**config.mk**
```make
export PLATFORM = sky130hd
export DESIGN_NAME = id_hazard_ctrl
export DESIGN_NICKNAME = d
export VERILOG_FILES = /design/src/rtl/id_hazard_ctrl.sv
export SDC_FILE = /design/constraint.sdc
export NUM_CORES = 1
export LEC_CHECK = 0
export BUFFER_PORTS_ARGS = -buffer_cell sky130_fd_sc_hd__buf_2
export CELL_PAD_IN_SITES_DETAIL_PLACEMENT = 1
export CELL_PAD_IN_SITES_GLOBAL_PLACEMENT = 1
export CORE_MARGIN = 2
export CORE_UTILIZATION = 36
export DETAILED_ROUTE_END_ITERATION = 8
export PLACE_DENSITY = 0.76
export SYNTH_ARGS = -nofsm -noshare
export SYNTH_HDL_FRONTEND = slang
export SYNTH_SLANG_ARGS = --single-unit
```
**constraint.sdc**
```tcl
create_clock -name clk -period 7.5 [get_ports clk]
set_clock_uncertainty 0.05 [all_clocks]
set_input_delay 1.125 -clock clk [delete_from_list [all_inputs] [get_ports clk]]
set_output_delay 1.125 -clock clk [all_outputs]
set_load 0.1 [all_outputs]
```
**src/rtl/id_hazard_ctrl.sv**
```systemverilog
// id_hazard_ctrl: scoreboard hazard controller for the ID stage of a 5-stage MIPS pipeline.
// Counts in-flight GPR writes and stalls on RAW hazards. Flushes IF/ID on a taken redirect.
// Drains the pipeline on request.
// Ports:
//   clk, rst               clock, asynchronous active-high reset
//   id_*                   decoded ID-stage instruction (valid, sources, destination, redirect)
//   wb_wr, wb_dst          register-file write in WB this cycle
//   drain_req              level request to stop issuing until the pipeline is empty
//   pc_stall, ifid_stall   hold PC / IF/ID
//   ifid_flush             zero IF/ID on the next edge
//   idex_bubble            load a NOP into ID/EX on the next edge
//   issue                  ID instruction advances into EX this cycle
//   drained                no instruction in flight and issue is blocked
module id_hazard_ctrl #(
  parameter int unsigned AW = 5,
  parameter int unsigned CW = 2
) (
  input  logic          clk,
  input  logic          rst,
  input  logic          id_valid,
  input  logic [AW-1:0] id_rs,
  input  logic [AW-1:0] id_rt,
  input  logic          id_use_rs,
  input  logic          id_use_rt,
  input  logic          id_wr,
  input  logic [AW-1:0] id_dst,
  input  logic          id_redirect,
  input  logic          wb_wr,
  input  logic [AW-1:0] wb_dst,
  input  logic          drain_req,
  output logic          pc_stall,
  output logic          ifid_stall,
  output logic          ifid_flush,
  output logic          idex_bubble,
  output logic          issue,
  output logic          drained
);

  localparam int unsigned NREG = 2 ** AW;
  localparam logic [CW-1:0] CNT_MAX = '1;
  localparam logic [CW-1:0] CNT_ONE = CW'(1);

  localparam logic [1:0] S_RUN     = 2'd0;
  localparam logic [1:0] S_STALL   = 2'd1;
  localparam logic [1:0] S_DRAIN   = 2'd2;
  localparam logic [1:0] S_DRAINED = 2'd3;

  logic [1:0]    r_state;
  logic [1:0]    w_state_nxt;
  logic [CW-1:0] r_cnt     [1:NREG-1];
  logic [CW-1:0] w_cnt_nxt [1:NREG-1];
  logic [CW-1:0] w_cnt     [0:NREG-1];
  logic          w_inc     [1:NREG-1];
  logic          w_dec     [1:NREG-1];
  logic          w_all_zero;
  logic          w_byp_rs, w_byp_rt, w_haz_rs, w_haz_rt, w_hazard;
  logic          w_pc_stall, w_ifid_stall, w_ifid_flush, w_idex_bubble, w_issue, w_drained;

  // Readable view of the scoreboard; $0 reads as never pending.
  always_comb begin
    w_cnt[0] = '0;
    for (int r = 1; r < int'(NREG); r++) w_cnt[r] = r_cnt[r];
  end

  // RAW check; a same-cycle WB write to the source is bypassed by the transparent RegFile.
  always_comb begin
    w_byp_rs = wb_wr & (wb_dst == id_rs);
    w_byp_rt = wb_wr & (wb_dst == id_rt);
    w_haz_rs = id_use_rs & (id_rs != '0) & (w_cnt[id_rs] != CW'(w_byp_rs));
    w_haz_rt = id_use_rt & (id_rt != '0) & (w_cnt[id_rt] != CW'(w_byp_rt));
    w_hazard = id_valid & (w_haz_rs | w_haz_rt);
  end

  // Empty once this cycle's WB retires the last writer; no issue happens while draining.
  always_comb begin
    w_all_zero = 1'b1;
    for (int r = 1; r < int'(NREG); r++) begin
      if (!((r_cnt[r] == '0) ||
            ((r_cnt[r] == CNT_ONE) && wb_wr && (wb_dst == AW'(r)))))
        w_all_zero = 1'b0;
    end
  end

  // Next-state and unreset output logic.
  always_comb begin
    w_state_nxt   = r_state;
    w_pc_stall    = 1'b0;
    w_ifid_stall  = 1'b0;
    w_ifid_flush  = 1'b0;
    w_idex_bubble = 1'b0;
    w_issue       = 1'b0;
    w_drained     = 1'b0;
    case (r_state)
      S_RUN, S_STALL: begin
        if (w_hazard) begin
          w_pc_stall    = 1'b1;
          w_ifid_stall  = 1'b1;
          w_idex_bubble = 1'b1;
          w_state_nxt   = S_STALL;
        end else begin
          w_issue       = id_valid & ~drain_req;
          w_ifid_flush  = w_issue & id_redirect;
          w_idex_bubble = ~w_issue;
          w_pc_stall    = drain_req;
          w_ifid_stall  = drain_req;
          w_state_nxt   = drain_req ? S_DRAIN : S_RUN;
        end
      end
      S_DRAIN: begin
        w_pc_stall    = 1'b1;
        w_ifid_stall  = 1'b1;
        w_idex_bubble = 1'b1;
        if (w_all_zero) w_state_nxt = S_DRAINED;
      end
      default: begin
        w_pc_stall    = 1'b1;
        w_ifid_stall  = 1'b1;
        w_idex_bubble = 1'b1;
        w_drained     = 1'b1;
        if (!drain_req) w_state_nxt = S_RUN;
      end
    endcase
  end

  // Outputs clear as soon as reset asserts, without waiting for an edge.
  assign pc_stall    = w_pc_stall    & ~rst;
  assign ifid_stall  = w_ifid_stall  & ~rst;
  assign ifid_flush  = w_ifid_flush  & ~rst;
  assign idex_bubble = w_idex_bubble & ~rst;
  assign issue       = w_issue       & ~rst;
  assign drained     = w_drained     & ~rst;

  // Counter update; an illegal step holds the value instead of wrapping.
  always_comb begin
    for (int r = 1; r < int'(NREG); r++) begin
      w_inc[r]     = w_issue & id_wr & (id_dst == AW'(r));
      w_dec[r]     = wb_wr & (wb_dst == AW'(r));
      w_cnt_nxt[r] = r_cnt[r];
      if (w_inc[r] && !w_dec[r] && (r_cnt[r] != CNT_MAX))
        w_cnt_nxt[r] = r_cnt[r] + CNT_ONE;
      else if (w_dec[r] && !w_inc[r] && (r_cnt[r] != '0))
        w_cnt_nxt[r] = r_cnt[r] - CNT_ONE;
    end
  end

  // State register.
  always_ff @(posedge clk or posedge rst) begin
    if (rst) begin
      r_state <= S_RUN;
      for (int r = 1; r < int'(NREG); r++) r_cnt[r] <= '0;
    end else begin
      r_state <= w_state_nxt;
      for (int r = 1; r < int'(NREG); r++) r_cnt[r] <= w_cnt_nxt[r];
    end
  end

  // Protocol checks: a counter step past either end means the pipeline lost track of a writer.
  always_ff @(posedge clk) begin
    if (!rst) begin
      for (int r = 1; r < int'(NREG); r++) begin
        assert (!(w_inc[r] && !w_dec[r] && (r_cnt[r] == CNT_MAX)))
          else $error("id_hazard_ctrl: in-flight counter overflow on r%0d", r);
        assert (!(w_dec[r] && !w_inc[r] && (r_cnt[r] == '0)))
          else $error("id_hazard_ctrl: in-flight counter underflow on r%0d", r);
      end
    end
  end

endmodule
```
# After elaboration in Yosys (flattened, before gate mapping)
# Index checks and enable logic that the tools add are counted.
dict set report totals {
  in_bits 29
  elab_cells 802
  regBits 64
  output_inout_bits 6
}
dict set report op_classes {
  eq_ne 132
  n_lt_le_gt_ge 2
  mux 113
  n_reduce_logical 378
  n_addsub 62
  bitwise_logic 83
}
# operator count
set ops {}
lappend ops {{$logic_and 1x1->1} 186}
lappend ops {{$eq 5x5->1 const B} 32}
lappend ops {{$mux 2} 70}
lappend ops {{$reduce_bool 2->1} 62}
lappend ops {{$eq 5x4->1 const B} 16}
lappend ops {{$and 1x1->1} 77}
lappend ops {{$eq 2x1->1 const B} 32}
lappend ops {{$logic_not 2->1} 32}
lappend ops {{$ne 2x2->1 const B} 32}
lappend ops {{$add 2x1->2 const B} 31}
lappend ops {{$logic_not 1->1} 62}
lappend ops {{$sub 2x1->2 const B} 31}
lappend ops {{$eq 5x3->1 const B} 8}
lappend ops {{$mux 1} 40}
lappend ops {{$logic_or 1x1->1} 31}
lappend ops {{$bmux 2 s5} 2}
lappend ops {{$eq 5x2->1 const B} 4}
lappend ops {{$ge 6x6->1 const B} 2}
lappend ops {{$not 5->6} 2}
lappend ops {{$eq 5x1->1 const B} 2}
lappend ops {{$eq 5x5->1} 2}
lappend ops {{$reduce_bool 5->1} 2}
lappend ops {{$ne 2x1->1} 2}
lappend ops {{$pmux 2 s2} 1}
lappend ops {{7 further kinds} 9}

# Depth between registers and ports, before layout
# Gate-level depths: netlist of the first run.
dict set report depth {
  depth_word 37
  ltp_mapped 13
  ltp_nobuf 8
}

# Worst setup path before layout of the first run
# No wires, ideal clock.
dict set report synth_path {
  path_type {input to output}
  startpoint {in id_rt[0]}
  endpoint {out ifid_flush}
  n_path_buf 4
  arrival_time_ns 6.595
  setup_slack_ns -0.270
  cell_stages 12
  t_required_ns 6.325
  path_cell_list {buf_2 > buf_4 > buf_2 > mux2_2 > a221oi_1 > o21bai_1 > a32oi_1 > mux2_2 > clkbuf_1 > or3_1 > nor3_1 > and2_1}
}
dict set report synth_via {
  elab_chain_len 11
  word_cells_on_any_way 15
  classes_between {eq/ne (2); mux (5); bitwise (7); reduce/logical (1)}
}
# item line_no
set synth_rtl {}
lappend synth_rtl {{from (decl)} 22} ;# input logic [AW-1:0] id_rt,
lappend synth_rtl {{$not 5->6 (implied by the code)} 70} ;# w_haz_rt = id_use_rt & (id_rt != '0) & (w_cnt[id_rt] != CW'(w_byp_rt));
lappend synth_rtl {{$bmux 2 s5} 70}
lappend synth_rtl {{$mux 2 (implied by the code) (2 in a row)} 70}
lappend synth_rtl {{$ne 2x1->1} 70}
lappend synth_rtl {{$and 1x1->1 (*)} 70}
lappend synth_rtl {{$or 1x1->1 (*)} 71} ;# w_hazard = id_valid & (w_haz_rs | w_haz_rt);
lappend synth_rtl {{$and 1x1->1 (*)} 71}
lappend synth_rtl {{$mux 1 (*)} 95} ;# if (w_hazard) begin
lappend synth_rtl {{$mux 1 (*)} 93} ;# case (r_state)
lappend synth_rtl {{$and 1x1->1 (*)} 128} ;# assign ifid_flush = w_ifid_flush & ~rst;
lappend synth_rtl {{to (decl)} 33} ;# output logic ifid_flush,
# Every way passes the cells marked *; elsewhere a longest branch is shown, timed or not. The select of a mux whose other input is x is not followed.

# Final worst setup path of the first run
# Same ends and word-level chain as after synthesis.

==> results_dict.tcl, run 1 <==
set metrics [dict create \
    status "complete, no violations" \
    drc_errors 0 \
    fp.coreArea_um2 22000 \
    grt_pass1_wl_um 46000 \
    ant_nets 0 \
    routedWlPerCell_um 22.9 \
    portBuffers 34 \
    cts_made_buffers 9 \
    grt-ovfl-total 0 \
    root_buffer "clkbuf_16" \
    critPathSlowestCell "mux4_2" \
    reg2reg_to "r_cnt[21]" \
    synth_edf_count 0 \
    setup_viol 0 \
    boundaryPins 35 \
    startpoint_type "primary input" \
    syn_to_final_growth_pct 8.82 \
    wl_um 29300 \
    slew_violations 0 \
    r2r_slack_ps 3200 \
    fin_crit_sh_pct 78.1 \
    post_synth.cell_area_avg_um2 8.17 \
    cp.required_ps 6320 \
    hold-path-cell-count 1 \
    die-area_um2 23700 \
    async_flop_share_pct 100 \
    synthFlopType "dfrtp_1" \
    cts_tree "done" \
    ys_types 74 \
    netlist_instances 990 \
    hold_viol 0 \
    cts_setup_buffers 0 \
    insertion_delay_ps 360 \
    rsz0062_at_grt "false" \
    gp_congestion 0.986 \
    cts.reportedPaths.clkPinSlew_ps 60 \
    ir_drop_mv 0.144 \
    placementRows 54 \
    relSlewSlack_pct 18.6 \
    placed_area_um2 8450 \
    setup_tns_ps 0 \
    startpoint "id_rt[0]" \
    seq_area_frac_synth_pct 19.8 \
    p_leak_uw 0.00364 \
    hold_path_class "reg2reg" \
    drv_cap 0 \
    grt_usage_pct 25.1 \
    initial_core_util_pct 36.8 \
    cp_top_family "multiplexers" \
    r2r-start "r_cnt[51]" \
    final_area_um2 8800 \
    end_kind "primary output" \
    clockBufferDepth 2 \
    crit_end "ifid_flush" \
    max_freq_mhz 171 \
    avgViaCountPerCell 6.19 \
    cpPeakStageDelay_ps 580 \
    cpMostUsedCell "buf_2" \
    syn-num-nets 1112 \
    yosysWarnings 0 \
    grt_max_degree 65 \
    die_w_um 154 \
    postCtsHoldBufs 0 \
    min_period_ps 5860 \
    path_max_fanout 23 \
    critPathBufInv 2 \
    cts-resized-gates 0 \
    vias 7922 \
    yosys_register_bits 64 \
    power.density_nw_per_um2 251 \
    grt_pass1_vias 8075 \
    place_inst 1263 \
    finalNetCount 1116 \
    syn_area_um2 8090 \
    drtIter0Drc 577 \
    antenna_found_initial 2 \
    worstMarginPinSlew_ps 1220 \
    drive_gt1_share_pct 11.2 \
    cts.htree.levels 3 \
    clock-sinks 64 \
    crit_type "in2out" \
    path_cells "buf_2, mux4_2, a22oi_1, a31oi_1, a32oi_1, mux2_2, or3_1, nor3_2, and2_1, buf_2" \
    dp_hpwl_um 22200 \
    reg2reg_depth 9 \
    die_height_um 154 \
    final-instance-count-excl-fill 1280 \
    drt_pre_antenna_iters 5 \
    worst_ep_arrival_time_ps 4680 \
    crit_cells 10 \
]
[logic make-up after synthesis]
| group | count (synthesis) | share of synthesized area (%) |
|---|---|---|
| flip-flops | 64 | 19.8 |
| buffers and inverters | 123 | 6.36 |
| multiplexers | 79 | 12.9 |
| adder cells (fa/ha/maj) | 93 | 14.4 |
| AO/OA/AOI/OAI | 163 | 14.4 |
| AND/OR/NAND/NOR | 427 | 27.7 |
| XOR/XNOR | 41 | 4.44 |
[routing by layer]
| metal | vias to the layer above | share of wire (%) | global-route usage (%) | wire [µm] |
|---|---|---|---|---|
| met5 | - | 0.044 | 0 | 13 |
| met4 | 2 | 5.2 | 13.4 | 1520 |
| met3 | 101 | 6.4 | 4.76 | 1860 |
| met2 | 272 | 46 | 40.6 | 13300 |
| met1 | 3955 | 43 | 31.8 | 12600 |
| li1 | 3592 | - | - | - |
[layout make-up]
type                    count  area [µm²]
repair buffers             43         238
multi-input cells         803        5990
clock buffers               9         225
fillers                  2670       13200
clock inverters             7         120
diodes                      1        2.50
inverters                  73         274
flip-flops and latches     64        1600
well taps                 280         350
[per-stage QoR]
stage	total power, µW	util [%]	hold slack (ps)	setup WS, ps
6_report	2210	40.1	528	1640
5_1_grt	2360	40.1	574	1380
4_1_cts	2200	40.1	537	1660
3_5_place_dp	1660	38.5	520	1660
3_3_place_gp	1620	38.5	518	1750
2_1_floorplan	1360	-	473	655
[worst min path at each step]
stage,start,to,slack [ps]
CTS,r_state[1],r_state[0],540
finish,r_state[1],r_state[0],530
global placement,r_state[0],r_state[0],520
global route,r_cnt[30],r_cnt[30],570
detailed placement,r_state[1],r_state[0],520
floorplan,r_state[0],r_state[0],470
[registers in the layout, indices dropped and copies added (netlist names)]
signal and flops:
r_cnt 62, r_state 2
[cells in the mapped netlist, types with 18 or more instances]
cell	number	area (µm²)
dfrtp_1	64	1600
xnor2_1	37	324
nand2_1	86	323
inv_1	73	274
mux4_2	19	428
a31oi_1	19	119
nor2_1	126	473
mux2i_1	49	490
clkbuf_1	35	131
nor4_1	18	113
nor3_1	25	125
ha_1	93	1160
nand3_1	35	175
a21oi_1	40	200
[cell usage in the layout, fill, tap and decap left out, drive strengths merged, types with 10 or more instances in the layout]
| master | Yosys | layout |
|---|---|---|
| nor2b | 12 | 12 |
| a31oi | 19 | 19 |
| dfrtp | 64 | 64 |
| mux4 | 19 | 19 |
| a21oi | 40 | 40 |
| nor3 | 25 | 25 |
| nand2b | 17 | 17 |
| mux2i | 49 | 49 |
| nor4 | 23 | 23 |
| xnor2 | 37 | 37 |
| or3 | 15 | 15 |
| ha | 93 | 93 |
| and2 | 10 | 10 |
| o211ai | 11 | 11 |
| nand3 | 35 | 35 |
| mux2 | 11 | 11 |
| nand4b | 11 | 11 |
| nor2 | 126 | 126 |
| inv | 73 | 73 |
| nand2 | 86 | 86 |
| nand4 | 13 | 13 |
| o21ai | 12 | 12 |
| and3 | 15 | 15 |
| buf | 15 | 43 |
[power breakdown]
part,internal [µW],switching [µW]
combinational,452,571
sequential,447,220
clock,325,190
total,1220,982
[worst reg2reg max path: cells and delay by family (launching register included)]
family          cells  cell delay [ps]
mux                 1              490
compound gates      4              660
flops               1              470
buf+inv             1              350
simple gates        3             2160
Power figures use the tool's default switching activity.
==> inputs of run 2 (changes only) <==
--- a/config.mk
+++ b/config.mk
@@ -5,13 +5,14 @@
 export SDC_FILE = /design/constraint.sdc
 export NUM_CORES = 1
 export LEC_CHECK = 0
+export ABC_AREA = 1
 export BUFFER_PORTS_ARGS = -buffer_cell sky130_fd_sc_hd__buf_2
 export CELL_PAD_IN_SITES_DETAIL_PLACEMENT = 1
 export CELL_PAD_IN_SITES_GLOBAL_PLACEMENT = 1
 export CORE_MARGIN = 2
 export CORE_UTILIZATION = 36
 export DETAILED_ROUTE_END_ITERATION = 8
-export PLACE_DENSITY = 0.76
+export PLACE_DENSITY = 0.8
 export SYNTH_ARGS = -nofsm -noshare
 export SYNTH_HDL_FRONTEND = slang
 export SYNTH_SLANG_ARGS = --single-unit
==> constraint.sdc (replaced) <==
create_clock -name clk -period 5.8 [get_ports clk]
set_clock_uncertainty 0.05 [all_clocks]
set_input_delay 0.87 -clock clk [delete_from_list [all_inputs] [get_ports clk]]
set_output_delay 0.87 -clock clk [all_outputs]
set_load 0.1 [all_outputs]
==> results_dict.tcl, run 2 <==
set metrics [dict create \
    grt_max_degree 65 \
    fin_crit_sh_pct 75.2 \
    root_buffer "clkbuf_16" \
    die-area_um2 22500 \
    cts_made_buffers 9 \
    vias 8331 \
    reg2reg_to "r_cnt[39]" \
    insertion_delay_ps 360 \
    die_w_um 150 \
    worst_ep_arrival_time_ps 3440 \
    fin_util_pct 39.4 \
    netlist_instances 1258 \
    antenna_found_initial 0 \
    initial_core_util_pct 36.6 \
    netlist.top_cell.by_area "nand2_1" \
    postCtsHoldBufs 0 \
    ys_types 37 \
    power.density_nw_per_um2 252 \
    path_max_fanout 35 \
    diodes 0 \
    drtIter0Drc 587 \
    gp_congestion 0.985 \
    grt_usage_pct 25.2 \
    cts.htree.levels 3 \
    status "complete, no violations" \
    grt_pass1_vias 8410 \
    die_height_um 150 \
    grt-ovfl-total 0 \
    drt_pre_antenna_iters 5 \
    reg2reg_depth 17 \
    nFillCells 2894 \
    dp_hpwl_um 21300 \
    ant_nets 0 \
    ir_drop_mv 0.133 \
    synth_top_area_share_pct 21.3 \
    fp.coreArea_um2 21000 \
    slew_violations 0 \
    critPathSlowestCell "buf_2" \
    portBuffers 34 \
    seq_area_frac_synth_pct 20.9 \
    min_to "r_cnt[17]" \
    drv_cap 0 \
    r2r_slack_ps 2620 \
    cpPeakStageDelay_ps 520 \
    hold-path-cell-count 2 \
    reg.largest.list "r_cnt: 62 flops, r_state: 2 flops" \
    boundaryPins 35 \
    synthFlopType "dfrtp_1" \
    syn_area_um2 7660 \
    multi_input_area_um2 5060 \
    cts_setup_buffers 0 \
    clock-sinks 64 \
    drive_gt1_share_pct 8.40 \
    cts-resized-gates 0 \
    startpoint_type "primary input" \
    finalNetCount 1391 \
    grt_pass1_wl_um 44100 \
    yosysWarnings 0 \
    min_from "r_cnt[17]" \
    async_flop_share_pct 100 \
    hold_path_class "reg2reg" \
    max_freq_mhz 229 \
    relSlewSlack_pct 37.8 \
    routedWlPerCell_um 17.6 \
    setup_viol 0 \
    p_leak_uw 0.00428 \
    cp.required_ps 4880 \
    largest_reg_flops 62 \
    crit_type "in2out" \
    placementRows 53 \
    yosys_register_bits 64 \
    path_cells "buf_2, inv_4, nor2_2, nand2_1, nand3_1, nand3_1, nand2_1, nand2_1, nand3_1, nand3_1, nand2_1, nand4_4, nor3b_1, buf_2" \
    cts.reportedPaths.clkPinSlew_ps 60 \
    hold_viol 0 \
    post_synth.cell_area_avg_um2 6.09 \
    synth_most_common_cell "nand2_1" \
    drc_errors 0 \
    cts_tree "done" \
    cp_top_family "simple AND/OR/NAND/NOR gates" \
    synth_area_leaders "nand2_1 (21%), dfrtp_1 (21%), ha_1 (15%)" \
    synth_edf_count 0 \
    syn_to_final_growth_pct 7.66 \
    wl_um 27300 \
    final_common_cell "nand2_1" \
    r2r-start "r_cnt[56]" \
    min_period_ps 4360 \
    worstMarginPinSlew_ps 933 \
    end_kind "primary output" \
    synth_common_cells "nand2_1 (434), inv_1 (179), nand3_1 (158)" \
    syn-num-nets 1380 \
    regArea_um2 1600 \
    layout_common_cells "nand2_1 (434), inv_1 (178), nand3_1 (158), nor2_1 (98), ha_1 (93)" \
    critPathBufInv 3 \
    clockBufferDepth 2 \
    setup_tns_ps 0 \
    largest-register "r_cnt" \
    avgViaCountPerCell 5.38 \
    rsz0062_at_grt "false" \
]
==> run 2: logic make-up after synthesis <==
| kind of cell | Yosys count | synth area share (%) |
|---|---|---|
| flops | 64 | 20.9 |
| xor+xnor | 4 | 0.457 |
| fa+ha+maj | 93 | 15.2 |
| buf+inv | 239 | 13.1 |
| simple gates | 784 | 44.6 |
| compound gates | 74 | 5.82 |
==> run 2: worst max path at each step <==
stage               startpoint    endpoint  slack, ps  cells after the start
floorplan             id_rt[0]  ifid_flush        700                     13
global placement      id_rt[0]  ifid_flush       1550                     14
detailed placement    id_rt[0]  ifid_flush       1480                     14
CTS                   id_rt[0]  ifid_flush       1470                     14
global route          id_rt[0]  ifid_stall       1140                     16
finish                id_rt[0]  ifid_flush       1440                     14
==> run 2: final cells by class <==
type                    instances  area share, %
clock buffers                  12           2.99
well taps                     275           4.17
repair buffers                 39           2.67
clock inverters                 4          0.243
flip-flops and latches         64           19.4
multi-input cells             955           61.3
inverters                     200           9.16
==> run 2: where the power goes <==
part	switching, µW	internal, µW	total [µW]	leakage, µW
Combinational	582	292	874	0.00332
Sequential	132	542	674	0.000831
Clock	229	299	527	0.000136
Total	942	1130	2070	0.00428
==> run 2: worst reg2reg max path: stages, from the launching register on <==
cell and delay, ps:
dfrtp_1 420, inv_1 170, nand2_1 90, nand3_1 110
nand3_1 80, nand3_1 100, nand2_1 60, nand2_1 70
nand2_1 50, nand2_1 50, nand3_1 100, nand2_1 160
nand4_4 130, nor2_4 600, buf_12 330, nand4_1 230
or2_0 250, nand2_1 70
==> run 2: metrics by stage <==
step	cell area (µm²)	instances	worst slack, ps	hold slack (ps)	power [µW]
6_report	8250	1549	1440	464	2070
2_1_floorplan	7660	1258	698	423	1260
5_1_grt	8250	1549	1140	496	2240
4_1_cts	8250	1549	1470	469	2070
3_3_place_gp	7980	1533	1550	445	1500
3_5_place_dp	7980	1533	1480	453	1540
==> run 2: per-layer routing <==
metal  routed length [µm]  track usage, %
met3                 1580            4.21
met5                    0               0
met1                12100            32.5
met4                 1010            9.67
met2                12700            42.1
==> inputs of run 3 (changes only) <==
--- a/config.mk
+++ b/config.mk
@@ -12,7 +12,7 @@
 export CORE_MARGIN = 2
 export CORE_UTILIZATION = 36
 export DETAILED_ROUTE_END_ITERATION = 8
-export PLACE_DENSITY = 0.8
+export PLACE_DENSITY = 0.83
 export SYNTH_ARGS = -nofsm -noshare
 export SYNTH_HDL_FRONTEND = slang
 export SYNTH_SLANG_ARGS = --single-unit
==> constraint.sdc (replaced) <==
create_clock -name clk -period 3.78 [get_ports clk]
set_clock_uncertainty 0.05 [all_clocks]
set_input_delay 0.567 -clock clk [delete_from_list [all_inputs] [get_ports clk]]
set_output_delay 0.567 -clock clk [all_outputs]
set_load 0.1 [all_outputs]
==> results_dict.tcl, run 3 (synthesis gave the netlist of run 2 again) <==
set metrics [dict create \
    min_from "drain_req" \
    p_sw_uw 1460 \
    p_int_uw 1930 \
    power.share.sequential_pct 30.6 \
    dr_wl_met3_um 1570 \
    cp.required_ps 3160 \
    slew_violations 0 \
    setup_viol 0 \
    clockBufferDepth 2 \
    rsz0062_at_grt "false" \
    portBuffers 34 \
    relSlewSlack_pct 38.4 \
    reg.largest.list "r_cnt: 62 flops, r_state: 2 flops" \
    hold_viol 0 \
    syn_to_final_growth_pct 10.1 \
    p_leak_uw 0.00435 \
    r2r_slack_ps 890 \
    nFillCells 2884 \
    cts-resized-gates 0 \
    path_max_fanout 14 \
    fp.coreArea_um2 21000 \
    postCtsHoldBufs 0 \
    grt-ovfl-total 0 \
    wl_met1_um 12300 \
    boundaryPins 35 \
    worst_ep_arrival_time_ps 2800 \
    min_period_ps 3420 \
    power.density_nw_per_um2 401 \
    cts_setup_buffers 0 \
    end_kind "primary output" \
    wl_met2_um 12900 \
    clock-sinks 64 \
    r2r-start "r_cnt[44]" \
    cts_tree "done" \
    ir_drop_mv 0.221 \
    initial_core_util_pct 36.6 \
    root_buffer "clkbuf_16" \
    final_common_cell "nand2_1" \
    placementRows 53 \
    layout_common_cells "nand2_1 (434), inv_1 (178), nand3_1 (158), nor2_1 (98), ha_1 (93)" \
    grt_usage_pct 25.3 \
    cts.reportedPaths.clkPinSlew_ps 60 \
    drc_errors 0 \
    cts.htree.levels 3 \
    pwr-share-comb_pct 40.5 \
    max_freq_mhz 292 \
    ant_nets 0 \
    drt_pre_antenna_iters 8 \
    wl_um 27600 \
    startpoint "id_rs[1]" \
    startpoint_type "primary input" \
    drtIter0Drc 673 \
    top_layer "met4" \
    die-area_um2 22500 \
    final_area_um2 8430 \
    placed_area_um2 8100 \
    gp_congestion 0.981 \
    avgViaCountPerCell 5.35 \
    worstMarginPinSlew_ps 924 \
    die_w_um 150 \
    hold_path_class "in2reg" \
    fin_crit_sh_pct 90.5 \
    diodes 0 \
    antenna_found_initial 0 \
    cts_made_buffers 9 \
    grt_pass1_vias 8432 \
    largest_reg_flops 62 \
    grt_pass1_wl_um 44200 \
    finalNetCount 1394 \
    dp_hpwl_um 21200 \
    insertion_delay_ps 350 \
    grt_max_degree 85 \
    crit_type "in2out" \
    drv_cap 0 \
    vias 8305 \
    holdWs_ps 435 \
    sw_frac_of_total_pct 43.0 \
    routedWlPerCell_um 17.8 \
    setup_tns_ps 0 \
    drive_gt1_share_pct 8.77 \
    die_height_um 150 \
    status "complete, no violations" \
    largest-register "r_cnt" \
    clkPwrFrac_pct 28.9 \
]
[run 3: cell types whose count changed in the layout (fill, tap and decap cells not counted)]
cell,delta
buf_2,-5
a21oi_2,+1
nor3b_1,-1
clkinv_2,-4
clkbuf_8,+2
bufinv_16,+2
a21oi_1,-1
buf_4,+2
nor3b_2,+1
buf_12,+6
[run 3: cell type report]
class	count	area (µm²)	share of cell area, %
Timing Repair Buffer	42	330	3.92
Inverter	200	756	8.96
Tap cell	275	344	4.08
Clock inverter	2	60.1	0.712
Clock buffer	14	274	3.25
Multi-Input combinational cell	955	5070	60.1
Sequential cell	64	1600	19.0
[run 3: critical path, cell delays in order]
cell	delay [ps]
buf_2	280
inv_2	210
nor2_2	280
nand2_1	80
nor2_1	160
nor2_1	60
nand2_1	70
nand2_1	60
inv_2	50
nand3_1	70
nand3_1	80
nand2_1	130
nand2_1	140
nand2_1	70
a21oi_2	270
buf_12	220
[run 3: per-layer routing]
| metal | vias up | track usage [%] |
|---|---|---|
| met1 | 4017 | 32.7 |
| met2 | 234 | 42.2 |
| li1 | 4006 | - |
| met4 | 0 | 10.1 |
| met3 | 48 | 4.15 |
| met5 | - | 0 |
[run 3: final timing paths]
| path | to | depth (start not counted) |
|---|---|---|
| setup reg to reg | r_cnt[23] | 19 |
| hold / removal | r_state[1] | 3 |
| min in group asynchronous | r_cnt[29] | 3 |
| hold reg to reg | r_cnt[25] | 2 |
| setup / recovery | pc_stall | 16 |
| max in group asynchronous | r_cnt[3] | 3 |
[run 3: metrics by stage]
step	setup slack [ps]	power [µW]	utilization, %	instances
final	360	3390	40.2	1552
after global routing	184	3630	40.2	1552
after CTS	390	3390	40.2	1552
after detailed placement	347	2380	38.6	1536
after global placement	438	2310	38.6	1536
after floorplan	135	1930	-	1258
[run 3: power groups by stage]
stage / combinational, µW / sequential (µW) / clock [µW]
final: 1370 / 1040 / 980
after floorplan: 964 / 966 / 0
after detailed placement: 1340 / 1040 / 0
after global routing: 1560 / 1060 / 1010
after CTS: 1360 / 1030 / 996
after global placement: 1280 / 1030 / 0
